--- src/rtl/capsense_array.sv ---
// capsense_array: time-multiplexed capacitive touch scanner.
// Each scan discharges every pad, releases them together and times how long
// each takes to be pulled high. A slow rise (large count) means extra
// capacitance, i.e. a finger. The raw result is debounced per channel and
// turned into level, press-pulse and toggle outputs.
//
// Ports
//   CLK, RESET        clock, synchronous active-high reset
//   ENABLE            start a scan (looked at only while idle)
//   PAD_IN[N_BTN]     raw pad levels, asynchronous
//   TOGGLE_EN[N_BTN]  per-channel 1 = toggle mode, 0 = momentary
//   PAD_OE[N_BTN]     1 = drive pad low, 0 = release pad
//   STATE[N_BTN]      debounced touched level
//   PRESS[N_BTN]      one-cycle pulse on debounced 0->1
//   TOGGLE[N_BTN]     toggle or momentary output per channel
//   ANY_PRESS         OR of PRESS
//   SCAN_DONE         one-cycle pulse when the outputs update
//   IDLE_TIMEOUT      high once TIMEOUT_SCANS press-free scans have elapsed

// Per-channel datapath: synchronizer, rise capture, debounce, outputs.
module capsense_chan #(
    parameter int CNT_W     = 8,
    parameter int THRESH    = 32,
    parameter int DEB_SCANS = 3
) (
    input  logic             CLK,
    input  logic             RESET,
    input  logic             arm_i,
    input  logic             meas_i,
    input  logic             eval_i,
    input  logic [CNT_W-1:0] m_i,
    input  logic             pad_i,
    input  logic             toggle_en_i,
    output logic             state_o,
    output logic             press_o,
    output logic             toggle_o
);
    // Counter only has to reach DEB_SCANS-1; the flip happens on the next hit.
    localparam int BW = (DEB_SCANS > 1) ? $clog2(DEB_SCANS) : 1;

    logic             sync1_q, sync2_q;
    logic [CNT_W-1:0] rise_q, rise_d;
    logic             got_q, got_d;
    logic [BW-1:0]    deb_q, deb_d;
    logic             state_q, state_d;
    logic             press_q, press_d;
    logic             toggle_q, toggle_d;
    logic             raw, flip;

    // Arming preloads the saturated value, so a pad that never rises
    // reads as MEAS_MAX without extra logic.
    always_comb begin
        rise_d = rise_q;
        got_d  = got_q;
        if (arm_i) begin
            rise_d = '1;
            got_d  = 1'b0;
        end else if (meas_i && sync2_q && !got_q) begin
            rise_d = m_i;
            got_d  = 1'b1;
        end
    end

    always_comb begin
        raw      = (rise_q >= CNT_W'(THRESH));
        flip     = eval_i && (raw != state_q) && (deb_q == BW'(DEB_SCANS - 1));
        deb_d    = deb_q;
        if (eval_i)
            deb_d = ((raw == state_q) || flip) ? '0 : deb_q + 1'b1;
        state_d  = state_q ^ flip;
        press_d  = flip && !state_q;
        toggle_d = toggle_q;
        if (eval_i)
            toggle_d = toggle_en_i ? (toggle_q ^ press_d) : state_d;
    end

    always_ff @(posedge CLK) begin
        if (RESET) begin
            sync1_q  <= 1'b0;
            sync2_q  <= 1'b0;
            rise_q   <= '0;
            got_q    <= 1'b0;
            deb_q    <= '0;
            state_q  <= 1'b0;
            press_q  <= 1'b0;
            toggle_q <= 1'b0;
        end else begin
            sync1_q  <= pad_i;
            sync2_q  <= sync1_q;
            rise_q   <= rise_d;
            got_q    <= got_d;
            deb_q    <= deb_d;
            state_q  <= state_d;
            press_q  <= press_d;
            toggle_q <= toggle_d;
        end
    end

    assign state_o  = state_q;
    assign press_o  = press_q;
    assign toggle_o = toggle_q;
endmodule

module capsense_array #(
    parameter int N_BTN         = 4,
    parameter int DISCH_CYC     = 64,
    parameter int CNT_W         = 8,
    parameter int THRESH        = 32,
    parameter int DEB_SCANS     = 3,
    parameter int TIMEOUT_SCANS = 1000
) (
    input  logic             CLK,
    input  logic             RESET,
    input  logic             ENABLE,
    input  logic [N_BTN-1:0] PAD_IN,
    input  logic [N_BTN-1:0] TOGGLE_EN,
    output logic [N_BTN-1:0] PAD_OE,
    output logic [N_BTN-1:0] STATE,
    output logic [N_BTN-1:0] PRESS,
    output logic [N_BTN-1:0] TOGGLE,
    output logic             ANY_PRESS,
    output logic             SCAN_DONE,
    output logic             IDLE_TIMEOUT
);
    localparam int MEAS_MAX = (1 << CNT_W) - 1;
    localparam int DW       = $clog2(DISCH_CYC + 1);
    // One counter serves both the discharge and measure phases.
    localparam int SW       = (DW > CNT_W) ? DW : CNT_W;
    localparam int TW       = $clog2(TIMEOUT_SCANS + 1);

    typedef enum logic [1:0] {S_IDLE, S_DISCH, S_MEAS, S_EVAL} state_t;

    state_t        st_q, st_d;
    logic [SW-1:0] cnt_q, cnt_d;
    logic          done_q;
    logic [TW-1:0] tmo_q, tmo_d;
    logic          arm, meas, eval_s;

    // State register
    always_ff @(posedge CLK) begin
        if (RESET) begin
            st_q  <= S_IDLE;
            cnt_q <= '0;
        end else begin
            st_q  <= st_d;
            cnt_q <= cnt_d;
        end
    end

    // Next state
    always_comb begin
        st_d = st_q;
        unique case (st_q)
            S_IDLE:  if (ENABLE) st_d = S_DISCH;
            S_DISCH: if (cnt_q == SW'(DISCH_CYC - 1)) st_d = S_MEAS;
            S_MEAS:  if (cnt_q == SW'(MEAS_MAX - 1)) st_d = S_EVAL;
            S_EVAL:  st_d = S_IDLE;
            default: st_d = S_IDLE;
        endcase
        // Phase counter restarts at 0 on every state change.
        cnt_d = '0;
        if ((st_d == st_q) && ((st_q == S_DISCH) || (st_q == S_MEAS)))
            cnt_d = cnt_q + 1'b1;
    end

    // Outputs
    always_comb begin
        PAD_OE = {N_BTN{st_q != S_MEAS}};
        arm    = (st_q == S_DISCH);
        meas   = (st_q == S_MEAS);
        eval_s = (st_q == S_EVAL);
    end

    for (genvar g = 0; g < N_BTN; g++) begin : g_chan
        capsense_chan #(
            .CNT_W     (CNT_W),
            .THRESH    (THRESH),
            .DEB_SCANS (DEB_SCANS)
        ) u_chan (
            .CLK         (CLK),
            .RESET       (RESET),
            .arm_i       (arm),
            .meas_i      (meas),
            .eval_i      (eval_s),
            .m_i         (cnt_q[CNT_W-1:0]),
            .pad_i       (PAD_IN[g]),
            .toggle_en_i (TOGGLE_EN[g]),
            .state_o     (STATE[g]),
            .press_o     (PRESS[g]),
            .toggle_o    (TOGGLE[g])
        );
    end

    assign ANY_PRESS = |PRESS;

    // Press-free scan counter; a press in the same scan wins over the count.
    always_comb begin
        tmo_d = tmo_q;
        if (ANY_PRESS)
            tmo_d = '0;
        else if (SCAN_DONE && (tmo_q != TW'(TIMEOUT_SCANS)))
            tmo_d = tmo_q + 1'b1;
    end

    always_ff @(posedge CLK) begin
        if (RESET) begin
            done_q <= 1'b0;
            tmo_q  <= '0;
        end else begin
            done_q <= eval_s;
            tmo_q  <= tmo_d;
        end
    end

    assign SCAN_DONE    = done_q;
    assign IDLE_TIMEOUT = (tmo_q == TW'(TIMEOUT_SCANS));
endmodule

--- config.mk ---
export PLATFORM = sky130hd
export DESIGN_NAME = capsense_array
export DESIGN_NICKNAME = d
export VERILOG_FILES = /design/src/rtl/capsense_array.sv
export SDC_FILE = /design/constraint.sdc
export NUM_CORES = 1
export LEC_CHECK = 0
export ABC_CLOCK_PERIOD_IN_PS = 2350
export CAP_MARGIN = 10
export CORE_ASPECT_RATIO = 0.7
export CORE_MARGIN = 4
export CORE_UTILIZATION = 41
export DETAILED_ROUTE_END_ITERATION = 10
export PLACE_DENSITY = 0.6
export SYNTH_ARGS = -nofsm -noshare
export SYNTH_HDL_FRONTEND = slang
export SYNTH_SLANG_ARGS = --single-unit
--- constraint.sdc ---
create_clock -name CLK -period 2.35 [get_ports CLK]
set_clock_uncertainty 0.1 [all_clocks]
set_input_delay 0.47 -clock CLK [delete_from_list [all_inputs] [get_ports CLK]]
set_output_delay 0.47 -clock CLK [all_outputs]
set_load 0.05 [all_outputs]
==> metrics.md <==
| Metric | Value |
|---|---|
| Pin count of the biggest net entering global routing | `45` |
| Tcrit/Tclk final | `95.6%` |
| Cell count after synthesis | `335` |
| P_leak | `1.46 nW` |
| Syn Area/Cell | `9.20 um^2` |
| Share of layout cells above drive strength 1 | `11.2%` |
| Detailed Place HPWL | `3980 um` |
| First-pass GRT wire length | `9920 um` |
| Worst setup EP type | `output port` |
| Worst endpoint required time | `1.78 ns` |
| Flop pwr share | `51.3%` |
| Total Wirelength | `5680 um` |
| Post-synthesis sequential area ratio | `42.2%` |
| Pwr per Cell Area | `629 nW/um^2` |
| Drt wl/cell | `12.7 um` |
| Switching portion of total power | `23.5%` |
| Total core area | `7290 um^2` |
| Yosys top cell area share | `42.2%` |
| Vias per cell | `4.92` |
| Post-route DRC | `0` |
| Routed wl met3 | `233 um` |
| Unrepaired setup endpoints after global routing | `false` |
| Max FO, Critical Path | `12` |
| Sw power | `527 uW` |
| Top Metal Used | `met4` |
| Clock Root Buffer | `clkbuf_8` |
| Setup violators final | `0` |
| Post-synth EDFFs | `0` |
| Fmax achieved | `0.445 GHz` |
| Crit path launch type | `register` |
| Placer congestion estimate | `0.783` |
| Combinational cell fraction of total power | `6.8%` |
| Dominant synthesized flop cell | `dfxtp_1` |
| Clock power frac | `41.8%` |
| Synth-to-Final Area Change | `15.8%` |
| H-tree Lvls | `3` |
| Post-synth net total | `362` |
| Peak VDD IR | `274 uV` |
| Pint | `1.72 mW` |
| CTS Sinks | `65` |
| Leading area contributor after synthesis | `dfxtp_1` |
| ANT cells | `0` |
| Tightest Pin Transition | `0.562 ns` |
| DRT Pass-1 Iters | `4` |
| Async set-reset flop share out of synthesis | `0%` |
| Cts bufs inserted | `9` |
| CTS tree | `built` |
| Max-Cap Viols | `0` |
| Mapped cell area | `3080 um^2` |
| GRT Resource Usage Total | `13.7%` |
| Placed insts | `430` |
| Clock Latency Late Sink | `0.33 ns` |
| Post-DRT Antenna Nets | `0` |
| Final Net Count | `370` |
| Crit path DAT | `1.68 ns` |
| Final Max Slew Viols | `0` |
| Clock buffer depth | `2` |
| Max_slew headroom | `62.5%` |
| Min Tclk post-route | `2.25 ns` |
| Setup Crit Path Kind | `reg -> out` |
| Clock transition at the registers of the reported paths | `0.07 ns` |
| IO buf count | `29` |
| Core Rows | `26` |
| Flops & latches, synth | `65` |
| YS warnings | `0` |
| Die Wd | `112 um` |
| Initial DRC count | `92` |
| Utilization after layout | `48.9%` |
| Vias in the first global route | `2070` |
| Final Hold Fails | `0` |
| Starting Density | `42.3%` |
| Top-Level Pins | `30` |
| Synth area leaders | `dfxtp_1, ha_1, mux2i_1` |
| Unique masters post-synth | `45` |
| M1 WL | `2950 um` |
| GRT overflow | `0` |
| Post-CTS Hold Buffers | `0` |
| Die Area | `8990 um^2` |
| HP Class | `reg -> reg` |
| Non-filler instance count after layout | `446` |
| Outcome | `completed` |
| Initial antenna violation count | `0` |
| Met2 wire length | `2420 um` |
| Die Y | `80.5 um` |
| Via count | `2195` |
| Final setup TNS | `0 ns` |
-- cell usage after synthesis, types with 5 or more instances --
cell type and count:
mux2i_1 13, buf_2 5, buf_4 15, and3_1 6
nand2_1 11, nor3_1 19, clkbuf_1 14, inv_1 21
dfxtp_1 65, nand3_1 6, a21oi_1 18, xnor2_1 11
o21ai_0 7, xor2_1 6, nor4_1 6, a21o_1 8
nor2_1 26, nor2b_1 13, ha_1 16
-- area by class of cell --
| type | count | area (um^2) |
|---|---|---|
| clock inverter | 5 | 55.1 |
| tap | 98 | 123 |
| clock buffer | 11 | 141 |
| timing repair buffer | 35 | 392 |
| multi-input combinational | 210 | 1470 |
| inverter | 22 | 82.6 |
| sequential | 65 | 1300 |
| fill | 698 | 3720 |
-- registers in the layout, indices dropped and copies added, names as in the netlist --
register,flops
g_chan.u_chan.got_q,4
st_q,2
g_chan.u_chan.press_o,4
g_chan.u_chan.toggle_o,4
cnt_q,8
g_chan.u_chan.state_o,4
SCAN_DONE,1
tmo_q,10
g_chan.u_chan.rise_q,12
g_chan.u_chan.sync2_q,4
g_chan.u_chan.sync1_q,4
g_chan.u_chan.deb_q,8
-- placed cells by master (no fill, tap or decap), types with 2 or more instances in the layout --
cell type / synthesis / layout
nand3_1: 6 / 6
buf_12: 0 / 6
o22ai_1: 4 / 4
ha_1: 16 / 15
nor4_1: 6 / 6
clkbuf_8: 0 / 10
nor3_1: 19 / 19
xnor2_1: 11 / 11
and3b_1: 4 / 4
nor2b_1: 13 / 13
mux2i_1: 13 / 13
and3_1: 6 / 6
a21o_1: 8 / 8
xor2_1: 6 / 6
a31oi_1: 2 / 2
or3_1: 2 / 2
inv_1: 21 / 21
nand3b_1: 4 / 4
a22oi_1: 4 / 4
a21oi_1: 18 / 18
nand4_1: 4 / 4
clkinvlp_4: 0 / 2
nand2_1: 11 / 11
o21ai_0: 7 / 7
nor2_1: 26 / 26
dfxtp_1: 65 / 64
clkdlybuf4s50_1: 0 / 22
clkinv_2: 0 / 2
nor3b_1: 4 / 4
buf_4: 15 / 5
-- kinds of logic (layout without fill, tap and decap cells) --
| family | count (synthesis) | after routing | share of synthesized area [%] |
|---|---|---|---|
| adder cells (fa/ha/maj) | 16 | 16 | 6.50 |
| buffers and inverters | 60 | 73 | 10.3 |
| AO/OA/AOI/OAI | 48 | 48 | 10.3 |
| AND/OR/NAND/NOR | 116 | 116 | 21.6 |
| flip-flops | 65 | 65 | 42.2 |
| XOR/XNOR | 17 | 17 | 4.83 |
| multiplexers | 13 | 13 | 4.22 |
-- stage by stage --
stage	total power [mW]	setup slack [ns]	hold slack, ns	cell area [um^2]
final	2.24	0.103	0.338	3570
after global placement	1.33	0.257	0.323	3360
after global routing	2.35	0.0154	0.345	3570
after detailed placement	1.33	0.237	0.326	3360
after floorplan	1.28	0.412	0.314	3080
after CTS	2.27	0.0741	0.340	3560
-- power groups by stage --
stage	Clock, mW	Combinational, mW	Sequential (mW)
2_1_floorplan	0	0.114	1.17
3_3_place_gp	0	0.151	1.17
3_5_place_dp	0	0.153	1.18
4_1_cts	0.966	0.155	1.15
5_1_grt	1.02	0.172	1.15
6_report	0.939	0.153	1.15
-- per-layer routing --
metal	track usage, %	vias up
met5	0	-
li1	-	1141
met3	4.67	8
met2	20.9	25
met4	5.22	0
met1	18.0	1021
-- path summary, 6_finish.rpt --
path / start / slack (ns) / end / cells after the start
min reg2reg: g_chan[2].u_chan.sync1_q$_SDFF_PP0_ / 0.34 / g_chan[2].u_chan.sync2_q$_SDFF_PP0_ / 1
max: st_q[1]$_SDFF_PP0_ / 0.10 / PAD_OE[3] / 4
max reg2reg: st_q[1]$_SDFF_PP0_ / 0.36 / cnt_q[6]$_SDFF_PP0_ / 6
min: g_chan[2].u_chan.sync1_q$_SDFF_PP0_ / 0.34 / g_chan[2].u_chan.sync2_q$_SDFF_PP0_ / 1
-- critical path, stage by stage, from the launching register on --
cell and delay [ns]:
dfxtp_1 0.47, ha_2 0.38, inv_1 0.15, buf_4 0.19, buf_12 0.15
-- what timing repair did --
action	in CTS	in global routing
cloned	0	0
gates resized for setup	2	2
setup endpoints to repair	4	4
setup buffers	0	0
(Power assumes the default switching activity.)
